### src/rtl/mips_mc_pkg.sv
// rtl/mips_mc_pkg.sv - opcodes, state enum, control word and state decode for the multi-cycle MIPS control
package mips_mc_pkg;

  // Opcodes, using the same values as the single-cycle decoder
  localparam logic [5:0] OP_RTYPE = 6'h00;
  localparam logic [5:0] OP_J     = 6'h02;
  localparam logic [5:0] OP_BEQ   = 6'h04;
  localparam logic [5:0] OP_ADDI  = 6'h08;
  localparam logic [5:0] OP_LW    = 6'h23;
  localparam logic [5:0] OP_SW    = 6'h2B;

  // ALU B-input select
  localparam logic [1:0] SRCB_B      = 2'b00;
  localparam logic [1:0] SRCB_FOUR   = 2'b01;
  localparam logic [1:0] SRCB_IMM    = 2'b10;
  localparam logic [1:0] SRCB_IMM_SH = 2'b11;

  // ALU operation class
  localparam logic [1:0] ALUOP_ADD   = 2'b00;
  localparam logic [1:0] ALUOP_SUB   = 2'b01;
  localparam logic [1:0] ALUOP_FUNCT = 2'b10;

  // PC source select
  localparam logic [1:0] PCSRC_ALU    = 2'b00;
  localparam logic [1:0] PCSRC_ALUOUT = 2'b01;
  localparam logic [1:0] PCSRC_JUMP   = 2'b10;

  typedef enum logic [3:0] {
    ST_IDLE      = 4'd0,
    ST_FETCH     = 4'd1,
    ST_DECODE    = 4'd2,
    ST_MEM_ADDR  = 4'd3,
    ST_MEM_RD    = 4'd4,
    ST_MEM_WB    = 4'd5,
    ST_MEM_WR    = 4'd6,
    ST_EXEC_R    = 4'd7,
    ST_R_WB      = 4'd8,
    ST_BRANCH    = 4'd9,
    ST_ADDI_EXEC = 4'd10,
    ST_ADDI_WB   = 4'd11,
    ST_JUMP      = 4'd12,
    ST_ILLEGAL   = 4'd13
  } mc_state_t;

  typedef struct packed {
    logic       pc_write;
    logic       pc_write_cond;
    logic       i_or_d;
    logic       mem_read;
    logic       mem_write;
    logic       ir_write;
    logic       mem_to_reg;
    logic       reg_dst;
    logic       reg_write;
    logic       alu_src_a;
    logic [1:0] alu_src_b;
    logic [1:0] alu_op;
    logic [1:0] pc_source;
    logic       instr_done;
    logic       illegal_op;
  } mc_ctrl_t;

  // Pure Moore decode; FETCH and MEM_WR strobes are handshake-qualified by the caller
  function automatic mc_ctrl_t mc_ctrl_decode(input mc_state_t s);
    mc_ctrl_t c;
    c = '0;
    case (s)
      ST_FETCH: begin
        c.mem_read  = 1'b1;
        c.pc_write  = 1'b1;
        c.ir_write  = 1'b1;
        c.alu_src_b = SRCB_FOUR;
      end
      ST_DECODE: c.alu_src_b = SRCB_IMM_SH;
      ST_MEM_ADDR: begin
        c.alu_src_a = 1'b1;
        c.alu_src_b = SRCB_IMM;
      end
      ST_MEM_RD: begin
        c.mem_read = 1'b1;
        c.i_or_d   = 1'b1;
      end
      ST_MEM_WB: begin
        c.reg_write  = 1'b1;
        c.mem_to_reg = 1'b1;
        c.instr_done = 1'b1;
      end
      ST_MEM_WR: begin
        c.mem_write  = 1'b1;
        c.i_or_d     = 1'b1;
        c.instr_done = 1'b1;
      end
      ST_EXEC_R: begin
        c.alu_src_a = 1'b1;
        c.alu_op    = ALUOP_FUNCT;
      end
      ST_R_WB: begin
        c.reg_write  = 1'b1;
        c.reg_dst    = 1'b1;
        c.instr_done = 1'b1;
      end
      ST_BRANCH: begin
        c.alu_src_a     = 1'b1;
        c.alu_op        = ALUOP_SUB;
        c.pc_write_cond = 1'b1;
        c.pc_source     = PCSRC_ALUOUT;
        c.instr_done    = 1'b1;
      end
      ST_ADDI_EXEC: begin
        c.alu_src_a = 1'b1;
        c.alu_src_b = SRCB_IMM;
      end
      ST_ADDI_WB: begin
        c.reg_write  = 1'b1;
        c.instr_done = 1'b1;
      end
      ST_JUMP: begin
        c.pc_write   = 1'b1;
        c.pc_source  = PCSRC_JUMP;
        c.instr_done = 1'b1;
      end
      ST_ILLEGAL: begin
        c.illegal_op = 1'b1;
        c.instr_done = 1'b1;
      end
      default: c = '0;
    endcase
    return c;
  endfunction

endpackage

### src/rtl/mips_mc_control.sv
// rtl/mips_mc_control.sv - multi-cycle MIPS main control FSM
module mips_mc_control
  import mips_mc_pkg::*;
(
  input  logic       clk,
  input  logic       rst,
  input  logic [5:0] opcode,
  input  logic       zero,
  input  logic       mem_ready,
  output logic       pc_write,
  output logic       pc_write_cond,
  output logic       i_or_d,
  output logic       mem_read,
  output logic       mem_write,
  output logic       ir_write,
  output logic       mem_to_reg,
  output logic       reg_dst,
  output logic       reg_write,
  output logic       alu_src_a,
  output logic [1:0] alu_src_b,
  output logic [1:0] alu_op,
  output logic [1:0] pc_source,
  output logic       instr_done,
  output logic       illegal_op,
  output logic [3:0] state_dbg
);

  mc_state_t state_q, state_d;
  mc_ctrl_t  ctrl;

  // The zero flag is consumed outside, where it qualifies pc_write_cond
  logic unused_zero;
  assign unused_zero = zero;

  // State register; reset drops to IDLE at once so every output clears in the same cycle
  always_ff @(posedge clk or posedge rst) begin
    if (rst) state_q <= ST_IDLE;
    else     state_q <= state_d;
  end

  // Next-state sequencing; opcode is only looked at in DECODE and MEM_ADDR
  always_comb begin
    state_d = ST_IDLE;
    case (state_q)
      ST_IDLE:      state_d = ST_FETCH;
      ST_FETCH:     state_d = mem_ready ? ST_DECODE : ST_FETCH;
      ST_DECODE: begin
        case (opcode)
          OP_RTYPE:     state_d = ST_EXEC_R;
          OP_LW, OP_SW: state_d = ST_MEM_ADDR;
          OP_BEQ:       state_d = ST_BRANCH;
          OP_ADDI:      state_d = ST_ADDI_EXEC;
          OP_J:         state_d = ST_JUMP;
          default:      state_d = ST_ILLEGAL;
        endcase
      end
      ST_MEM_ADDR:  state_d = (opcode == OP_LW) ? ST_MEM_RD : ST_MEM_WR;
      ST_MEM_RD:    state_d = mem_ready ? ST_MEM_WB : ST_MEM_RD;
      ST_MEM_WB:    state_d = ST_FETCH;
      ST_MEM_WR:    state_d = mem_ready ? ST_FETCH : ST_MEM_WR;
      ST_EXEC_R:    state_d = ST_R_WB;
      ST_R_WB:      state_d = ST_FETCH;
      ST_BRANCH:    state_d = ST_FETCH;
      ST_ADDI_EXEC: state_d = ST_ADDI_WB;
      ST_ADDI_WB:   state_d = ST_FETCH;
      ST_JUMP:      state_d = ST_FETCH;
      ST_ILLEGAL:   state_d = ST_FETCH;
      default:      state_d = ST_IDLE;
    endcase
  end

  // Output decode with the memory handshake gating the fetch strobes and store completion
  always_comb begin
    ctrl = mc_ctrl_decode(state_q);
    if (state_q == ST_FETCH) begin
      ctrl.pc_write = mem_ready;
      ctrl.ir_write = mem_ready;
    end
    if (state_q == ST_MEM_WR) begin
      ctrl.instr_done = mem_ready;
    end
  end

  assign pc_write      = ctrl.pc_write;
  assign pc_write_cond = ctrl.pc_write_cond;
  assign i_or_d        = ctrl.i_or_d;
  assign mem_read      = ctrl.mem_read;
  assign mem_write     = ctrl.mem_write;
  assign ir_write      = ctrl.ir_write;
  assign mem_to_reg    = ctrl.mem_to_reg;
  assign reg_dst       = ctrl.reg_dst;
  assign reg_write     = ctrl.reg_write;
  assign alu_src_a     = ctrl.alu_src_a;
  assign alu_src_b     = ctrl.alu_src_b;
  assign alu_op        = ctrl.alu_op;
  assign pc_source     = ctrl.pc_source;
  assign instr_done    = ctrl.instr_done;
  assign illegal_op    = ctrl.illegal_op;
  assign state_dbg     = state_q;

endmodule

### config.mk
export PLATFORM = sky130hd
export DESIGN_NAME = mips_mc_control
export DESIGN_NICKNAME = d
export VERILOG_FILES = /design/src/rtl/mips_mc_pkg.sv /design/src/rtl/mips_mc_control.sv
export SDC_FILE = /design/constraint.sdc
export NUM_CORES = 1
export LEC_CHECK = 0
export CAP_MARGIN = 40
export CORE_MARGIN = 4
export CORE_UTILIZATION = 39
export DETAILED_ROUTE_END_ITERATION = 10
export HOLD_SLACK_MARGIN = 0.05
export MAX_ROUTING_LAYER = met4
export PLACE_DENSITY = 0.87
export SYNTH_ARGS = -nofsm -noshare
export SYNTH_HDL_FRONTEND = slang
export SYNTH_SLANG_ARGS = --single-unit
### constraint.sdc
create_clock -name clk -period 3.67 [get_ports clk]
set_input_delay 0.734 -clock clk [delete_from_list [all_inputs] [get_ports clk]]
set_output_delay 0.734 -clock clk [all_outputs]
set_load 0.02 [all_outputs]
==> out/summary.txt <==
Floorplan die height -> 45.0 um
Per-instance average area after synthesis -> 6.92 sq um
Synthesized instance count -> 77
Final Core Density -> 64.1%
Beginning of the worst register-to-register path -> state_dbg[3]
Largest area contributor in the netlist -> dfrtp_1
Endpoint of the most critical register-to-register path -> state_dbg[1]
Number of gates given a new drive strength after cts -> 0
Post-synthesis instance area -> 533 sq um
Net total in the final layout -> 115
GRT Residual Overflow -> 0
Post-CTS Setup Bufs -> 0
Design Power -> 719 uW
Number of library cell types mapped by synthesis -> 32
Number of vias after detailed routing -> 673
Worst Setup End Kind -> output port
Most frequent cell on the critical path -> clkdlybuf4s50_1
WL/cell -> 14.1 um
Worst-Skew Late Latency -> 240 ps
ANT nets after route -> 0
Clock period minus final worst setup slack -> 3050 ps
Flip-flop count of the largest register, all copies and words added -> 4
TritonCTS clock tree -> done
Relative contribution of combinational cells to total power -> 71.2%
Total die area -> 2020 sq um
Share of total power in the clock network -> 8.1%
Number of synthesized flops with an enable pin -> 0
IO Port Bufs -> 30
Worst path required time -> 2940 ps
Final setup violation count -> 0
Initial standard-cell utilization of the core -> 41.0%
Maximum level of the CTS H-tree -> 1
Fraction of power spent switching nets -> 51.4%
Wire length after detailed routing -> 1670 um
Status -> finished clean
Cell at the root of the clock tree -> clkbuf_4
Maximum operating frequency -> 0.328 GHz
Slew of the pin with the lowest slew margin -> 587 ps
Crit Path Class -> in -> out
Area occupied by multi-input gates -> 378 sq um
Async SR Flop Fraction -> 100%
Number of placement rows -> 13
Max Fanout on Critical Path -> 8
Count of final max-slew check failures -> 0
Number of violations reported at the end of detailed-routing iteration 0 -> 7
R2R cell count -> 3
# clock sinks -> 4
Layout area overhead -> 56.6%
Clock edge transition at the registers on the reported setup and hold paths -> 40 ps
Worst hold slack -> 666 ps
Wire length of the first global-routing pass -> 2620 um
Bufs on Longest Clock Path -> 2
Mean number of vias per cell -> 5.70
Antenna violations before repair -> 0
Vias in the first global route -> 586
Count of hold buffers inserted by post-cts repair -> 0
Leakage power summed over all cells -> 0.000309 uW
Type of origin of the critical path -> input pin
Worst EP arrival -> 2320 ps
Setup repair after global routing missed its margin -> false
Post-Synthesis Net Count -> 87
GR Util All Layers -> 17.9%
Placeable core region -> 1300 sq um
Dominant synthesized flop cell -> dfrtp_1
Synth warnings -> 0
Slowest cell on crit path -> clkdlybuf4s50_1
Reported net switching power -> 369 uW
Part of the total power dissipated in sequential elements -> 20.8%
Largest net degree at the start of global routing -> 22
Ports placed on the boundary -> 32
VDD IR max -> 470 uV
Proportion of synthesized chip area in sequential cells -> 18.8%
Max_slew headroom -> 60.8%
Ordered cell list for the critical path -> clkdlybuf4s50_1 -> nand2b_1 -> o21ai_0 -> a22o_1 -> clkdlybuf4s50_1
Diode count -> 0
Final estimated routing congestion in global placement -> 0.848
HPWL after detailed placement -> 1190 um
DIE WIDTH -> 45.0 um
Most common cell in the synthesized netlist -> nor2_1
Number of clock buffers inserted by TritonCTS -> 3
Number of failing hold endpoints at the final stage -> 0
Clock skew -> 1.31 ps
Worst-case register-to-register setup slack -> 2170 ps
Top-area cell type share of the netlist area -> 18.8%
Critical path origin -> mem_ready
Largest stage delay on the critical path -> 610 ps
Number of filler instances in the final layout -> 126
Layout cells sized above 1 -> 4.85%
DRT Pass-1 Iters -> 4
Internal power -> 349 uW
Leading post-synthesis cells by instance count -> nor2_1 (11), buf_2 (5), nand2b_1 (5), nor3_1 (5), o21ai_0 (5)
Synthesis-stage register bit count -> 4
Tightest Hold Check Type -> in -> async
Register area -> 100 sq um
Cell Pwr Density -> 861 nW/um^2
Setup TNS -> 0 ps
Number of maximum-capacitance constraint violations -> 0
Ratio of final minimum period to clock period -> 83.1%
Drc violations -> 0
Top cells by area, synth -> dfrtp_1 (19%), nor2_1 (7.7%), nand2b_1 (5.9%), o211ai_1 (5.6%), buf_2 (4.7%)
cell families after synthesis:
logic type,after synthesis,share of synthesized area (%)
XOR/XNOR,3,4.93
AO/OA/AOI/OAI,20,24.9
buffers and inverters,11,10.3
AND/OR/NAND/NOR,39,41.1
flip-flops,4,18.8
cell type report:
type | count | share of cell area [%]
clock buffer | 3 | 2.70
inverter | 4 | 1.80
multi-input combinational | 62 | 45.3
sequential | 4 | 12.0
tap | 15 | 2.25
timing repair buffer | 30 | 36.0
worst max path at each step:
stage / to / slack, ps / depth (start not counted)
2_1_floorplan: alu_src_b[0] / 1560 / 3
3_3_place_gp: instr_done / 620 / 5
3_5_place_dp: instr_done / 610 / 5
4_1_cts: instr_done / 600 / 5
5_1_grt: instr_done / 500 / 5
6_report: instr_done / 620 / 5
power by group through the flow:
| stage | combinational, uW | sequential, uW | clock (uW) |
|---|---|---|---|
| 3_3_place_gp | 501 | 148 | 0 |
| 6_report | 511 | 149 | 57.9 |
| 4_1_cts | 512 | 148 | 57.8 |
| 5_1_grt | 545 | 156 | 61.7 |
| 3_5_place_dp | 510 | 149 | 0 |
| 2_1_floorplan | 330 | 111 | 0 |
placed cells by master, fill, tap and decap left out, drive strengths merged:
master / synthesis / routed
o211ai: 4 / 4
a21oi: 3 / 3
inv: 4 / 4
and3: 1 / 1
nor4: 2 / 2
nor2: 11 / 11
nand3: 1 / 1
nor2b: 1 / 1
a31oi: 2 / 2
o21ai: 5 / 5
a22o: 1 / 1
and2: 2 / 2
dfrtp: 4 / 4
a21boi: 1 / 1
nand4: 1 / 1
o22ai: 1 / 1
nand2: 4 / 4
xnor2: 2 / 2
o311a: 1 / 1
nor4b: 1 / 1
nand2b: 5 / 5
clkbuf: 0 / 3
nand4b: 1 / 1
nor3: 5 / 5
xor2: 1 / 1
o221ai: 1 / 1
clkdlybuf4s50: 0 / 30
or3: 2 / 2
a31o: 1 / 1
and3b: 2 / 2
per-stage QoR:
step	std cells	setup slack [ps]	cell area, sq um
final	118	620	835
after global routing	118	501	835
after CTS	118	598	835
after detailed placement	115	606	812
after floorplan	77	1560	533
after global placement	115	623	812
routing by layer:
layer	wire length, um	vias to the layer above	GRT usage [%]
met3	117	4	3.98
li1	-	329	-
met1	667	314	20.7
met2	863	26	29.7
met5	0	-	-
met4	17	0	7.02
worst max-delay path: cells and delay by family:
kind	cells	cell delay [ps]
simple gates	1	80
buf+inv	2	1210
compound gates	2	300
No activity file was read; power rests on OpenSTA's default activity.
